===== src/rtl/axi_rdata_router.sv =====
// rtl/axi_rdata_router.sv - routes slave R bursts to master ports 0..2 and issues the per-port ID clear request
module axi_rdata_router #(
    parameter int DW       = 32,
    parameter int IDW      = 8,
    parameter int PORT_LSB = 6
) (
    input  logic             clk,
    input  logic             rst,
    input  logic [IDW-1:0]   s_rid,
    input  logic [DW-1:0]    s_rdata,
    input  logic [1:0]       s_rresp,
    input  logic             s_rlast,
    input  logic             s_rvalid,
    output logic             s_rready,
    input  logic [4*IDW-1:0] sid_tbl,
    output logic [IDW-1:0]   m0_rid,
    output logic [DW-1:0]    m0_rdata,
    output logic [1:0]       m0_rresp,
    output logic             m0_rlast,
    output logic             m0_rvalid,
    input  logic             m0_rready,
    output logic [IDW-1:0]   m1_rid,
    output logic [DW-1:0]    m1_rdata,
    output logic [1:0]       m1_rresp,
    output logic             m1_rlast,
    output logic             m1_rvalid,
    input  logic             m1_rready,
    output logic [IDW-1:0]   m2_rid,
    output logic [DW-1:0]    m2_rdata,
    output logic [1:0]       m2_rresp,
    output logic             m2_rlast,
    output logic             m2_rvalid,
    input  logic             m2_rready,
    output logic             last_0,
    output logic [IDW-1:0]   sid_0,
    output logic             sid_0_vld,
    input  logic             sid_0_clr_rdy,
    output logic             last_1,
    output logic [IDW-1:0]   sid_1,
    output logic             sid_1_vld,
    input  logic             sid_1_clr_rdy,
    output logic             last_2,
    output logic [IDW-1:0]   sid_2,
    output logic             sid_2_vld,
    input  logic             sid_2_clr_rdy,
    output logic             drop_err
);
    localparam logic [1:0] ST_IDLE  = 2'd0;
    localparam logic [1:0] ST_BURST = 2'd1;
    localparam logic [1:0] ST_DROP  = 2'd2;
    localparam logic [1:0] ST_CLEAR = 2'd3;

    logic [1:0]     r_state;
    logic [1:0]     r_port;
    logic [IDW-1:0] r_id;
    logic [IDW-1:0] r_rid;
    logic [DW-1:0]  r_rdata;
    logic [1:0]     r_rresp;
    logic           r_rlast;
    logic           r_rvalid;
    logic           r_clr;
    logic           r_drop_err;

    logic [1:0]     w_sport;
    logic           w_match;
    logic           w_hit;
    logic           w_out_rdy;
    logic           w_clr_rdy;
    logic           w_s_rready;
    logic           w_acc;
    logic           w_load;
    logic           w_drain;

    assign w_sport = s_rid[PORT_LSB +: 2];

    always_comb begin
        w_match = 1'b0;
        for (int k = 0; k < 4; k++) begin
            if (sid_tbl[k*IDW +: IDW] == s_rid) w_match = 1'b1;
        end
    end

    assign w_hit = (s_rid != '0) && (w_sport != 2'd3) && w_match;

    always_comb begin
        w_out_rdy = 1'b0;
        w_clr_rdy = 1'b0;
        case (r_port)
            2'd0:    begin w_out_rdy = m0_rready; w_clr_rdy = sid_0_clr_rdy; end
            2'd1:    begin w_out_rdy = m1_rready; w_clr_rdy = sid_1_clr_rdy; end
            2'd2:    begin w_out_rdy = m2_rready; w_clr_rdy = sid_2_clr_rdy; end
            default: begin w_out_rdy = 1'b0;      w_clr_rdy = 1'b0;          end
        endcase
    end

    always_comb begin
        w_s_rready = 1'b0;
        case (r_state)
            ST_IDLE:  w_s_rready = !r_rvalid;
            ST_BURST: w_s_rready = !r_rvalid || w_out_rdy;
            ST_DROP:  w_s_rready = 1'b1;
            default:  w_s_rready = 1'b0;
        endcase
    end

    // Held low while reset is asserted so the slave never sees ready during reset.
    assign s_rready = w_s_rready && !rst;
    assign w_acc    = s_rvalid && s_rready;
    assign w_drain  = r_rvalid && w_out_rdy;
    assign w_load   = w_acc && (((r_state == ST_IDLE) && w_hit) || (r_state == ST_BURST));

    always_ff @(posedge clk or posedge rst) begin
        if (rst) begin
            r_state    <= ST_IDLE;
            r_port     <= 2'd0;
            r_id       <= '0;
            r_rid      <= '0;
            r_rdata    <= '0;
            r_rresp    <= 2'd0;
            r_rlast    <= 1'b0;
            r_rvalid   <= 1'b0;
            r_clr      <= 1'b0;
            r_drop_err <= 1'b0;
        end else begin
            if (w_load) begin
                r_rvalid <= 1'b1;
                r_rdata  <= s_rdata;
                r_rresp  <= s_rresp;
                r_rlast  <= s_rlast;
                r_rid    <= (r_state == ST_IDLE) ? s_rid : r_id;
            end else if (w_drain) begin
                r_rvalid <= 1'b0;
            end

            case (r_state)
                ST_IDLE: begin
                    if (w_acc) begin
                        if (w_hit) begin
                            r_port  <= w_sport;
                            r_id    <= s_rid;
                            r_state <= s_rlast ? ST_CLEAR : ST_BURST;
                        end else begin
                            r_drop_err <= 1'b1;
                            if (!s_rlast) r_state <= ST_DROP;
                        end
                    end
                end
                ST_BURST: begin
                    if (w_acc && s_rlast) r_state <= ST_CLEAR;
                end
                ST_DROP: begin
                    if (w_acc && s_rlast) r_state <= ST_IDLE;
                end
                default: begin
                    // In CLEAR the output register can only hold the final beat.
                    if (!r_clr && w_drain) begin
                        r_clr <= 1'b1;
                    end else if (r_clr && w_clr_rdy) begin
                        r_clr   <= 1'b0;
                        r_state <= ST_IDLE;
                    end
                end
            endcase
        end
    end

    assign m0_rvalid = r_rvalid && (r_port == 2'd0);
    assign m1_rvalid = r_rvalid && (r_port == 2'd1);
    assign m2_rvalid = r_rvalid && (r_port == 2'd2);

    assign m0_rid   = r_rid;
    assign m0_rdata = r_rdata;
    assign m0_rresp = r_rresp;
    assign m0_rlast = r_rlast;
    assign m1_rid   = r_rid;
    assign m1_rdata = r_rdata;
    assign m1_rresp = r_rresp;
    assign m1_rlast = r_rlast;
    assign m2_rid   = r_rid;
    assign m2_rdata = r_rdata;
    assign m2_rresp = r_rresp;
    assign m2_rlast = r_rlast;

    assign last_0    = r_clr && (r_port == 2'd0);
    assign last_1    = r_clr && (r_port == 2'd1);
    assign last_2    = r_clr && (r_port == 2'd2);
    assign sid_0_vld = last_0;
    assign sid_1_vld = last_1;
    assign sid_2_vld = last_2;
    assign sid_0     = last_0 ? r_id : '0;
    assign sid_1     = last_1 ? r_id : '0;
    assign sid_2     = last_2 ? r_id : '0;

    assign drop_err = r_drop_err;
endmodule


===== config.mk =====
export PLATFORM = sky130hd
export DESIGN_NAME = axi_rdata_router
export DESIGN_NICKNAME = d
export VERILOG_FILES = /design/src/rtl/axi_rdata_router.sv
export SDC_FILE = /design/constraint.sdc
export NUM_CORES = 1
export LEC_CHECK = 0
export BUFFER_PORTS_ARGS = -buffer_cell sky130_fd_sc_hd__buf_4
export CAP_MARGIN = 20
export CELL_PAD_IN_SITES_DETAIL_PLACEMENT = 0
export CELL_PAD_IN_SITES_GLOBAL_PLACEMENT = 2
export CORE_ASPECT_RATIO = 1.5
export CORE_MARGIN = 3
export CORE_UTILIZATION = 25
export DETAILED_ROUTE_END_ITERATION = 6
export PLACE_DENSITY = 0.89
export SLEW_MARGIN = 20
export SYNTH_ARGS = -nofsm -noshare
export SYNTH_HDL_FRONTEND = slang
export SYNTH_SLANG_ARGS = --single-unit

===== constraint.sdc =====
create_clock -name clk -period 2.47 [get_ports clk]
set_input_delay 0.1235 -clock clk [delete_from_list [all_inputs] [get_ports clk]]
set_output_delay 0.1235 -clock clk [all_outputs]
set_load 0.005 [all_outputs]

# --- Yosys cells after proc, flatten, opt, wreduce, memory -nomap -nowiden ---
# Index checks and enable logic that the tools add are counted.
word_totals:
  regBits: 58
op_classes:
  eq_ne: 14
  muxes: 24
  bitwise_logic: 2
  reduce_logical: 32
op_table:
  columns: ["op", "n"]
  rows:
  - ["$eq A8 B8 Y1", 4]
  - ["$mux W8", 4]
  - ["$logic_and A1 B1 Y1", 16]
  - ["$mux W2", 8]
  - ["$pmux W1 S3", 3]
  - ["$mux W1", 8]
  - ["$reduce_bool A8 Y1", 1]
  - ["$ne A2 B2 Y1 const B", 3]
  - ["$pmux W2 S3", 1]
  - ["$reduce_and A3 Y1", 2]
  - ["$reduce_and A6 Y1", 1]
  - ["$eq A2 B1 Y1 const B", 2]
  - ["$eq A2 B2 Y1 const B", 2]
  - ["$logic_not A2 Y1", 2]
  - ["$ne A4 B3 Y1 const B", 1]
  - ["$reduce_bool A2 Y1", 2]
  - ["$reduce_bool A4 Y1", 1]
  - ["$logic_not A1 Y1", 3]
  - ["$ne A3 B3 Y1 const B", 1]
  - ["$reduce_or A3 Y1", 1]
  - ["$logic_or A1 B1 Y1", 2]
  - ["$ne A2 B1 Y1 const B", 1]
  - ["$not A1 Y1", 2]
  - ["$reduce_and A2 Y1", 1]

# --- Depth between registers and ports, before layout ---
depth:
  ltp_word: 10
  depth_mapped: 9

# --- Worst setup path after synthesis ---
# OpenSTA, ideal clock, no wires.
synth_timing:
  path_type: "flip-flop to flip-flop"
  start: "register r_port[0]"
  end: "register r_rdata[0], in the netlist m0_rdata[0]"
  arrival_ps: 1982
  required_ps: 2345
  path_slack_ps: 363
  path_stages_with_launch: 9
  synth_period_minus_slack_ps: 2107
  cell_sequence: "dfrtp_1 and2b_2 o2bb2ai_4 a31oi_4 or3_1 buf_2 nor2_8 buf_12 mux2_4"
synth_between:
  elab_chain_len: 7
synth_lines:
  columns: ["item", "line", "rtl"]
  rows:
  - ["start: declaration", "54", "logic [1:0] r_port;"]
  - ["start signal: assignment", "139", "r_port <= w_sport;"]
  - ["$eq A2 B2 Y1, or another cell as far along", "88", "case (r_port)"]
  - ["$pmux W1 S3 *", "88", null]
  - ["$logic_or A1 B1 Y1 *", "100", "ST_BURST: w_s_rready = !r_rvalid || w_out_rdy;"]
  - ["$pmux W1 S3 *", "98", "case (r_state)"]
  - ["$logic_and A1 B1 Y1 *", "107", "assign s_rready = w_s_rready && !rst;"]
  - ["$logic_and A1 B1 Y1 *", "108", "assign w_acc = s_rvalid && s_rready;"]
  - ["$logic_and A1 B1 Y1 *", "110", "assign w_load = w_acc && (((r_state == ST_IDLE) && w_hit) || (r_state == ST_BURST));"]
  - ["end signal: assignment", "127", "r_rdata <= s_rdata;"]
  - ["end: declaration", "57", "logic [DW-1:0] r_rdata;"]
# Every way passes the cells marked *; elsewhere a longest branch is shown, timed or not.
# A chain may end at the register's enable or synchronous reset.

# --- Worst setup path after layout ---
layout_timing:
  start: "register r_port[0]"
  end: "register r_rdata[9], in the netlist m0_rdata[9]"
# The elaborated chain is that of the path after synthesis.

==> out/qor.csv <==
stage,metric,value,unit
status,outcome,finished clean,
final_layout,diodes,0,
power_and_ir_drop,ir_drop,0.000423,V
placed_design,place_area,5280,um2
placed_design,hpwl,9230,um
setup_path,worstSetupStartpointType,register,
timing,fin_tns_setup,0,ns
power_and_ir_drop,switchingPower,1.66,mW
clock_tree,cts_resized,0,
timing,setup_violations,0,
setup_path,reg2reg_depth,7,
setup_path,path_cells,and2b_2 -> o2bb2ai_4 -> a31oi_4 -> or3_1 -> nor2_8 -> buf_12 -> mux2_2,
clock_tree,h-tree-depth,2,
logic_synthesis,syn_inst,363,
setup_path,cp.required,2.64,ns
clock_tree,clock_sinks,56,
power_and_ir_drop,swShare,0.322,
logic_synthesis,yosysWarnings,0,
logic_synthesis,ys_seq_area_frac,0.352,
power_and_ir_drop,intPower,3.49,mW
setup_path,worst_path_dominant_cell_family,simple AND/OR/NAND/NOR gates,
route,drc,0,
floorplan,placementRows,55,
logic_synthesis,yosysMostFrequentCell,buf_4,
setup_path,rrSetupSlack,0.13,ns
timing,slew_violations,0,
placed_design,gp_congestion,0.717,
route,wl,11100,um
logic_synthesis,synth.ff_latch_count,56,
grt,grtUsageTotal,0.120,
logic_synthesis,synthArstFlopShare,1.00,
route,routedWlPerCell,15.6,um
hold_path,hold_path_end,m0_rdata[16],
timing,rsz0062_at_grt,no,
setup_path,critPathMaxFanout,34,
timing,layout_min_cycle_time,2.34,ns
flow_run,max_cap_violations,0,
floorplan,core-area,15300,um2
final_layout,syn2layout_area_growth,37.0,%
setup_path,max_stage_delay,0.45,ns
logic_synthesis,yosys.area.top_type_share,0.352,
clock_tree,cts.repair_timing.setup_buffer_count,0,
grt,grt_max_degree,36,
clock_tree,hold_buffers,1,
grt,grt_pass1_vias,3007,
clock_tree,clk_pin_slew,0.07,ns
final_layout,layout-drive-gt1-share,0.608,
timing,whs,0.0592,ns
setup_path,cp-end-kind,register,
route,dr.first_iter.drc_count,129,
power_and_ir_drop,seqPwrFrac,0.326,
timing,finClkSkew,0.00754,ns
logic_synthesis,synth.distinct_cells,40,
final_layout,design_area,5450,um2
clock_tree,cts_buffer_depth,2,
logic_synthesis,syn_area,3980,um2
final_layout,finalNonFillerCells,714,
setup_path,timing.rr.end,m0_rdata[9],
logic_synthesis,synth_edf_count,0,
logic_synthesis,ys_top_cells_by_count,"buf_4 (94), dfrtp_1 (56), xor2_1 (32)",
floorplan,die_x,109,um
floorplan,num_io_pins,248,
final_layout,layout.nets,598,
final_layout,nFillCells,1512,
setup_path,r2r_start,r_port[0],
placed_design,dp.cells,705,
floorplan,start_util,0.259,
grt,grt_overflow_total,0,
hold_path,hold_start,s_rdata[16],
power_and_ir_drop,comb_power_share,0.520,
logic_synthesis,synth_area_per_cell,11.0,um2
hold_path,holdCritPathClass,in -> reg,
power_and_ir_drop,clockPowerShare,0.154,
power_and_ir_drop,power.density,944,nW/um2
placed_design,io_buffers,243,
logic_synthesis,synth_top_area_cell,dfrtp_1,
route,avgViaCountPerCell,4.29,
setup_path,crit_cells,7,
timing,clock.fmax,0.428,GHz
clock_tree,cts_buffers,5,
clock_tree,cts.root.buffer_cell,clkbuf_16,
setup_path,path_buf_inv,1,
clock_tree,clk_latency,0.29,ns
grt,antenna_found_initial,0,
route,drt_pass1_iterations,4,
clock_tree,cts_tree,built,
route,vias,3061,
setup_path,critPathArrivalTime,2.51,ns
grt,grt_pass1_wl,16500,um
setup_path,path_class,reg -> reg,
logic_synthesis,ys.flop_type,dfrtp_1,
logic_synthesis,synthTopCellsByArea,"dfrtp_1 (35%), buf_4 (18%), mux2_4 (11%), xor2_1 (7.0%), mux2_2 (3.7%)",
floorplan,die-area,17500,um2
power_and_ir_drop,p_leak,2.78,nW
setup_path,slowest_stage,dfrtp_1,
timing,period_share,0.946,
timing,hold_viol,0,
floorplan,dieHeight,160,um
hold_path,holdPathStages,2,
route,ant_nets,0,
[cells in the final DEF, fill, tap and decap left out, types with 2 or more instances in the layout]
cell type and n:
buf_4 253, dfrtp_1 56, xor2_1 32, mux2_4 30, and2_1 16, nand2_1 14, mux2_2 13, mux2i_1 11
o21ai_0 10, o211ai_1 9, nor4_1 7, and3_1 6, nor2_1 5, clkbuf_16 5, inv_1 4, nor4_2 4
a22oi_1 4, conb_1 4, nand2b_1 3, nor3b_1 3, nand4b_1 2, nand3_1 2, a31oi_1 2, and3b_1 2
[registers in the layout, indices dropped and copies added, names as in the netlist]
signal	cells
r_state	2
r_id	6
m0_rdata	32
r_rvalid	1
m0_rlast	1
r_port	2
r_clr	1
m0_rresp	2
m0_rid	8
drop_err	1
[power groups by stage]
| stage | Combinational (mW) | Clock (mW) | Sequential (mW) |
|---|---|---|---|
| 5_1_grt | 2.92 | 0.874 | 1.75 |
| 3_3_place_gp | 2.69 | 0 | 1.69 |
| 3_5_place_dp | 2.72 | 0 | 1.71 |
| 6_report | 2.67 | 0.793 | 1.68 |
| 2_1_floorplan | 1.85 | 0 | 1.60 |
| 4_1_cts | 2.73 | 0.836 | 1.69 |
[cells by family after synthesis]
kind of cell    Yosys count  share of synthesized area
compound gates           32                     0.0629
xor+xnor                 32                     0.0705
buf+inv                 119                      0.226
flops                    56                      0.352
mux                      54                      0.178
other cells               1                   0.000943
simple gates             69                      0.109
[worst max-delay path by stage]
| stage | start | endpoint | slack (ns) |
|---|---|---|---|
| global placement | s_rid[5] | m0_rdata[8] | 0.20 |
| detailed placement | r_port[0] | m0_rdata[6] | 0.14 |
| finish | r_port[0] | m0_rdata[9] | 0.13 |
| floorplan | r_port[0] | m0_rdata[0] | 0.36 |
| global route | r_port[0] | m0_rdata[9] | 0.03 |
| CTS | r_port[0] | m0_rdata[7] | 0.12 |
[per-layer routing]
layer  track usage  part of all wire  vias up  wire [um]
li1              -                 -     1429          -
met1         0.120              0.34     1442       3770
met2         0.242              0.55      185       6160
met3        0.0273              0.10        5       1110
met4        0.0276            0.0087        0         97
met5             0                 0        -          0
[area by class of cell]
type                    count  area [um2]  area share
repair buffers            255        1930       0.354
multi-input cells         191        1690       0.310
flip-flops and latches     56        1400       0.257
well taps                 199         249      0.0457
clock buffers               6         129      0.0236
clock inverters             2        35.0     0.00643
inverters                   5        18.8     0.00344
[through the flow]
step | util | total power, mW | setup slack, ns
CTS | 0.355 | 5.26 | 0.118
global route | 0.355 | 5.54 | 0.0286
floorplan | - | 3.45 | 0.363
detailed placement | 0.344 | 4.43 | 0.136
finish | 0.355 | 5.15 | 0.133
global placement | 0.344 | 4.38 | 0.202
No activity file was read; power rests on OpenSTA's default activity.
